===== config.mk =====
export PLATFORM = sky130hd
export DESIGN_NAME = reg_pipe
export DESIGN_NICKNAME = d
export VERILOG_FILES = /design/src/rtl/reg_pipe_pkg.sv /design/src/rtl/reg_pipe_stage.sv /design/src/rtl/reg_pipe.sv
export SDC_FILE = /design/constraint.sdc
export NUM_CORES = 1
export LEC_CHECK = 0
export ABC_AREA = 1
export CAP_MARGIN = 30
export CORE_MARGIN = 5
export CORE_UTILIZATION = 45
export DETAILED_ROUTE_END_ITERATION = 8
export PLACE_DENSITY = 0.87
export SLEW_MARGIN = 10
export SYNTH_ARGS = -nofsm -noshare
export SYNTH_HDL_FRONTEND = slang
export SYNTH_SLANG_ARGS = --single-unit
export TNS_END_PERCENT = 100

===== constraint.sdc =====
create_clock -name clk -period 1.2 [get_ports clk]
set_input_delay 0.12 -clock clk [delete_from_list [all_inputs] [get_ports clk]]
set_output_delay 0.12 -clock clk [all_outputs]
set_load 0.01 [all_outputs]

===== src/rtl/reg_pipe_pkg.sv =====
// Shared helpers for the reg_pipe elastic pipeline register.
package reg_pipe_pkg;

  // Ceiling log2 that elaborates to a constant; clog2(1) = 0, clog2(4) = 2, clog2(5) = 3.
  function automatic int clog2(input int n);
    int r;
    r = 0;
    for (int i = 0; i < 31; i++) begin
      if ((1 << i) < n) r = i + 1;
    end
    return r;
  endfunction

endpackage


===== src/rtl/reg_pipe_stage.sv =====
// One pipeline slot: a valid bit and its payload. The top decides when the
// slot loads; reset and flush both empty it and zero the payload.
module reg_pipe_stage
  import reg_pipe_pkg::*;
#(
  parameter int DATA_WIDTH = 8
) (
  input  logic                  clk,
  input  logic                  rsth,
  input  logic                  clrh,
  input  logic                  load_i,
  input  logic                  v_i,
  input  logic [DATA_WIDTH-1:0] d_i,
  output logic                  v_o,
  output logic [DATA_WIDTH-1:0] d_o
);

  logic                  v_q, v_d;
  logic [DATA_WIDTH-1:0] d_q, d_d;

  // Next state: take the predecessor's valid on load, but only overwrite the
  // payload when a real word arrives so bubbles leave stale data in place.
  always_comb begin
    // NOTE: every output gets a default before the ifs, so no path leaves a latch.
    v_d = v_q;
    d_d = d_q;
    if (load_i) begin
      v_d = v_i;
      if (v_i) d_d = d_i;
    end
  end

  // State register with reset taking priority over flush over normal load.
  always_ff @(posedge clk) begin
    // NOTE: the payload is reset too, because data_o must read zero after reset or flush.
    if (rsth || clrh) begin
      v_q <= 1'b0;
      d_q <= '0;
    end else begin
      // NOTE: non-blocking so every stage samples its predecessor's pre-edge value.
      v_q <= v_d;
      d_q <= d_d;
    end
  end

  assign v_o = v_q;
  assign d_o = d_q;

endmodule


===== src/rtl/reg_pipe.sv =====
// Elastic pipeline register: DEPTH valid/ready stages with bubble collapsing,
// synchronous flush and a global enable that freezes the whole pipe.
module reg_pipe
  import reg_pipe_pkg::*;
#(
  parameter  int DATA_WIDTH = 8,
  parameter  int DEPTH      = 2,
  localparam int CNT_W      = clog2(DEPTH + 1)
) (
  input  logic                  clk,
  input  logic                  rsth,
  input  logic                  clrh,
  input  logic                  enh,
  input  logic                  valid_i,
  output logic                  ready_o,
  input  logic [DATA_WIDTH-1:0] data_i,
  output logic                  valid_o,
  input  logic                  ready_i,
  output logic [DATA_WIDTH-1:0] data_o,
  output logic [CNT_W-1:0]      count_o
);

  if (DEPTH < 1 || DATA_WIDTH < 1) begin : g_param_check
    $error("reg_pipe: DEPTH and DATA_WIDTH must both be >= 1");
  end

  logic [DEPTH-1:0]      v;
  logic [DEPTH-1:0]      adv;
  logic [DATA_WIDTH-1:0] d [DEPTH];
  logic [CNT_W-1:0]      cnt;

  // Advance chain: a stage may load if it is empty or its successor moves on.
  // This is the only combinational path from ready_i to ready_o.
  always_comb begin
    adv          = '0;
    adv[DEPTH-1] = ready_i | ~v[DEPTH-1];
    for (int k = DEPTH - 2; k >= 0; k--) begin
      adv[k] = ~v[k] | adv[k+1];
    end
  end

  for (genvar k = 0; k < DEPTH; k++) begin : g_stage
    logic                  v_in;
    logic [DATA_WIDTH-1:0] d_in;

    if (k == 0) begin : g_head
      assign v_in = valid_i;
      assign d_in = data_i;
    end else begin : g_body
      assign v_in = v[k-1];
      assign d_in = d[k-1];
    end

    reg_pipe_stage #(
      .DATA_WIDTH(DATA_WIDTH)
    ) u_stage (
      .clk   (clk),
      .rsth  (rsth),
      .clrh  (clrh),
      .load_i(enh & adv[k]),
      .v_i   (v_in),
      .d_i   (d_in),
      .v_o   (v[k]),
      .d_o   (d[k])
    );
  end

  // Occupancy: population count of the stage valid bits.
  always_comb begin
    cnt = '0;
    for (int k = 0; k < DEPTH; k++) begin
      cnt = cnt + CNT_W'(v[k]);
    end
  end

  assign ready_o = enh & adv[0];
  assign valid_o = enh & v[DEPTH-1];
  assign data_o  = d[DEPTH-1];
  assign count_o = cnt;

endmodule

Yosys cells after proc, flatten, opt, wreduce, memory -nomap -nowiden. Index checks and enable logic that the tools add are counted.

Bits of input ports: 14. Register bits after elaboration: 18. Output and inout bits: 12.

Add/subtract/negate cells: 1. Bitwise logic cells: 7. Reductions and logical operators: 3.

Operators by type and width (number): $reduce_and A2 Y1 (2); $and A1 B1 Y1 (3); $add A1 B1 Y2 (1); $not A1 Y1 (2); $or A1 B1 Y1 (2); $logic_or A1 B1 Y1 (1).

Logic depth before layout (Yosys ltp).
Word-level depth: 5. Depth in mapped cells: 6. Gate-level depth less buffers: 6.

Hierarchy. From an unflattened synthesis, not the netlist that was laid out.

Cell total of the unflattened synthesis: 122. Area total of the unflattened synthesis: 797.0 um^2.

By module, submodules not included: reg_pipe_stage (area an instance 375.4 um^2, instances 2, cells each 56); reg_pipe (area an instance 46.3 um^2, instances 1, cells each 10).

Worst setup path before layout. Ideal clock, no wire load.

Path type: reg2reg. Start point: register g_stage[1].u_stage.v_q. End point: register g_stage[0].u_stage.d_q[0]. Clock period less this slack: 0.950 ns. Arrival: 0.840 ns. Stages on the path, launching flop included: 6. Setup time: 0.110 ns. Data required time: 1.090 ns. Path slack: 0.250 ns. Path through: dfxtp_1 -> nand3_2 -> nand3_4 -> nand2_1 -> inv_1 -> nor2_1.

Cells in the longest elaborated chain, start to end: 5.

RTL lines: start, declared (RTL line reg_pipe_stage.sv:18) `logic v_q, v_d;`; start signal, assigned (RTL line reg_pipe_stage.sv:41) `v_q <= v_d;`; $not A1 Y1 (RTL line reg_pipe.sv:36) `adv[DEPTH-1] = ready_i | ~v[DEPTH-1];`; $or A1 B1 Y1 (RTL line reg_pipe.sv:36); $or A1 B1 Y1 (RTL line reg_pipe.sv:38) `adv[k] = ~v[k] | adv[k+1];`; $and A1 B1 Y1 (RTL line reg_pipe.sv:60) `.load_i(enh & adv[k]),`; $reduce_and A2 Y1 (no source line); end signal, assigned (RTL line reg_pipe_stage.sv:38) `d_q <= '0;`; end signal, assigned (RTL line reg_pipe_stage.sv:42) `d_q <= d_d;`; end, declared (RTL line reg_pipe_stage.sv:19) `logic [DATA_WIDTH-1:0] d_q, d_d;`.

Every way passes these cells. A chain may end at the register's enable or synchronous reset.

Worst setup path in the final report.
Start point: register g_stage[1].u_stage.v_q. End point: output ready_o.

Cells in the longest elaborated chain, start to end: 4.

RTL lines: $not A1 Y1 (RTL line reg_pipe.sv:36); $or A1 B1 Y1 (RTL line reg_pipe.sv:36); $or A1 B1 Y1 (RTL line reg_pipe.sv:38); $and A1 B1 Y1 (RTL line reg_pipe.sv:76) `assign ready_o = enh & adv[0];`; end, declared (RTL line reg_pipe.sv:15) `output logic ready_o,`.

Every way passes these cells.

==> flow_summary.json <==
{
  "viasPerCell": 4.70,
  "grt_use_total": 0.167,
  "fillers": 154,
  "drtPass1Iterations": 4,
  "grt_overflow": 0,
  "synth-seq-cells": 18,
  "p_int_w": 0.000873,
  "finalPower_w": 0.00113,
  "nets": 169,
  "grt_start_max_net_pins": 20,
  "rr_worst_depth": 6,
  "final-hold-violation-count": 0,
  "grt_first_pass_wirelength_mm": 3.42,
  "drive_gt1_frac": 0.190,
  "r2r-end": "g_stage[1].u_stage.d_o[0]$_SDFFE_PP0P_",
  "netlist-cell-type-count": 17,
  "clkTransAtPathRegs_ps": 100,
  "antenna_found_initial": 0,
  "ys_seq_area_frac": 0.424,
  "syn_area_um2": 850,
  "cts_buffers": 3,
  "grt_pass1_vias": 804,
  "hold_buffers": 0,
  "pwr-share-clk": 0.319,
  "synth_adder_area_share": 0.0147,
  "regArea_um2": 363,
  "yosysWarnings": 0,
  "route.detailed.drc": 0,
  "tritoncts": "done",
  "end_kind": "output port",
  "die-area_um2": 2860,
  "status": "finished clean",
  "core_area_um2": 1760,
  "finalCritPeriodShare": 0.986,
  "hold_class": "reg2reg",
  "die_w_um": 53.5,
  "final_cell_area_um2": 1220,
  "fp.dieH_um": 53.5,
  "start_util": 0.482,
  "critPathArrivalTime_ps": 1060,
  "post-place-ws_ps": -274,
  "clk_latency_ps": 290,
  "r2r_setup_slack_ps": 70,
  "synthSimpleGateAreaFrac": 0.352,
  "multiInputGateArea_um2": 383,
  "synth_xor_area_frac": 0,
  "yosysTopAreaCell": "dfxtp_1",
  "final_max_slew_viol_count": 0,
  "setup_ws_ps": 16.4,
  "switchingPower_w": 0.000261,
  "netlist_instances": 118,
  "min_from": "g_stage[1].u_stage.d_o[3]$_SDFFE_PP0P_",
  "ir_worst_vdd_v": 0.000493,
  "cp_max_fo": 3,
  "synth_top_family_by_area": "simple AND/OR/NAND/NOR gates",
  "hold_ws_ps": 460,
  "synth_mux_area_frac": 0,
  "cellPowerDensity_nw_per_um2": 930,
  "slew_headroom": 0.854,
  "synth_nets": 133,
  "clk_path_buf_depth": 2,
  "htree_levels": 1,
  "seqPwrFrac": 0.542,
  "portBuffers": 25,
  "synth_compound_area_frac": 0.0633,
  "initialDrtViolationCount": 10,
  "final_cell_mix": "nand2_1 (27), inv_1 (26), nand4_1 (16), dfxtp_1 (16), clkdlybuf4s50_1 (13)",
  "fmax_ghz": 0.845,
  "swShare": 0.230,
  "netlist.area_leader.share": 0.424,
  "postRouteWirelength_mm": 1.97,
  "placed_cell_area_um2": 1170,
  "routabilityCongestion": 0.791,
  "io_pins": 26,
  "num_rows": 15,
  "antenna_left": 0,
  "synthTopCellsByArea": "dfxtp_1 (42%), nand2_1 (12%), nand4_1 (12%), inv_1 (11%), a21oi_1 (5.3%)",
  "hold_depth": 2,
  "min_to": "g_stage[1].u_stage.d_o[3]$_SDFFE_PP0P_",
  "syn_to_final_growth_pct": 43.6,
  "clock-root-buffer": "clkbuf_4",
  "reg2reg_from": "g_stage[1].u_stage.v_o$_SDFFE_PP0P_",
  "path_class": "reg2out",
  "postSynthAreaPerCell_um2": 7.20,
  "clock_skew_ps": 3.52,
  "comb_power_share": 0.139,
  "cp-start-kind": "flip-flop",
  "max_cap_violations": 0,
  "dp_hpwl_mm": 1.47,
  "power.leakage_nw": 0.581,
  "worstPathRequired_ps": 1080,
  "setup_viol": 0,
  "wl_per_cell_um": 11.1,
  "final_common_cell": "nand2_1",
  "max_slew.worst_pin.slew_ps": 220,
  "vias": 837,
  "diodes": 0,
  "post-route-min-period_ps": 1180,
  "cts_sinks": 18,
  "fin_util": 0.691,
  "rsz0062_at_grt": "true"
}
## metal layers
layer	vias to the layer above	wire length (µm)	global-route usage
met1	365	820	0.180
li1	439	-	-
met2	29	1010	0.298
met3	4	120	0.0507
met4	0	20	0.0638
met5	-	0	0
## stage by stage
stage / instances / TNS [ps]
final: 178 / 0
after global routing: 178 / -68.1
after CTS: 178 / 0
after detailed placement: 172 / -3200
after global placement: 172 / -2460
after floorplan: 118 / 0
## flip-flops by register name, indices dropped and copies added, names as in the netlist
name                 count
g_stage.u_stage.v_o      2
g_stage.u_stage.d_o     16
## power groups by stage
stage	Sequential (W)	Combinational (W)	Clock, W
global route	0.000616	0.000175	0.000409
detailed placement	0.000628	0.000153	0
global placement	0.000627	0.000147	0
finish	0.000614	0.000158	0.000362
floorplan	0.000626	0.0000788	0
CTS	0.000614	0.000156	0.000371
## cells in the mapped netlist
cell       n
a21oi_1    9
dfxtp_1   18
nor2_1     8
ha_1       1
inv_2      1
inv_1     26
buf_4      1
nand3_4    2
nor2_2     1
nand3_2    1
clkbuf_2   1
buf_2      2
and2_1     1
a21oi_2    1
nand4_1   16
nand2_1   28
nand2_2    1
## final cells by class
cell class | count | share of cell area
Timing Repair Buffer | 35 | 0.250
Clock buffer | 4 | 0.0297
Multi-Input combinational cell | 69 | 0.314
Sequential cell | 18 | 0.297
Inverter | 27 | 0.0831
Tap cell | 25 | 0.0256
## worst max-delay path: stages, from the launching register on
cell     delay, ps
dfxtp_2        360
buf_6          110
nand3_4         50
and2_4         140
buf_6          110
## what timing repair did
| action | CTS | global route |
|---|---|---|
| resized for setup | 26 | 4 |
| pin swaps | 1 | 0 |
| setup endpoints to repair | 12 | 4 |
| setup buffers | 2 | 0 |
## how the worst max path moves through the flow
stage,from,to,slack [ps],depth (start not counted)
after floorplan,g_stage[1].u_stage.v_o$_SDFFE_PP0P_,g_stage[0].u_stage.d_o[0]$_SDFFE_PP0P_,250,5
after global placement,ready_i,ready_o,-250,5
after detailed placement,ready_i,ready_o,-270,5
after CTS,g_stage[1].u_stage.v_o$_SDFFE_PP0P_,valid_o,5,4
after global routing,g_stage[1].u_stage.v_o$_SDFFE_PP0P_,ready_o,-40,4
final,g_stage[1].u_stage.v_o$_SDFFE_PP0P_,ready_o,20,4
## logic make-up (layout without fill, tap and decap cells)
logic type | count (synthesis) | after routing
AND/OR/NAND/NOR | 58 | 58
buffers and inverters | 31 | 66
AO/OA/AOI/OAI | 10 | 10
flip-flops | 18 | 18
adder cells (fa/ha/maj) | 1 | 1
No activity file was read; power rests on OpenSTA's default activity.
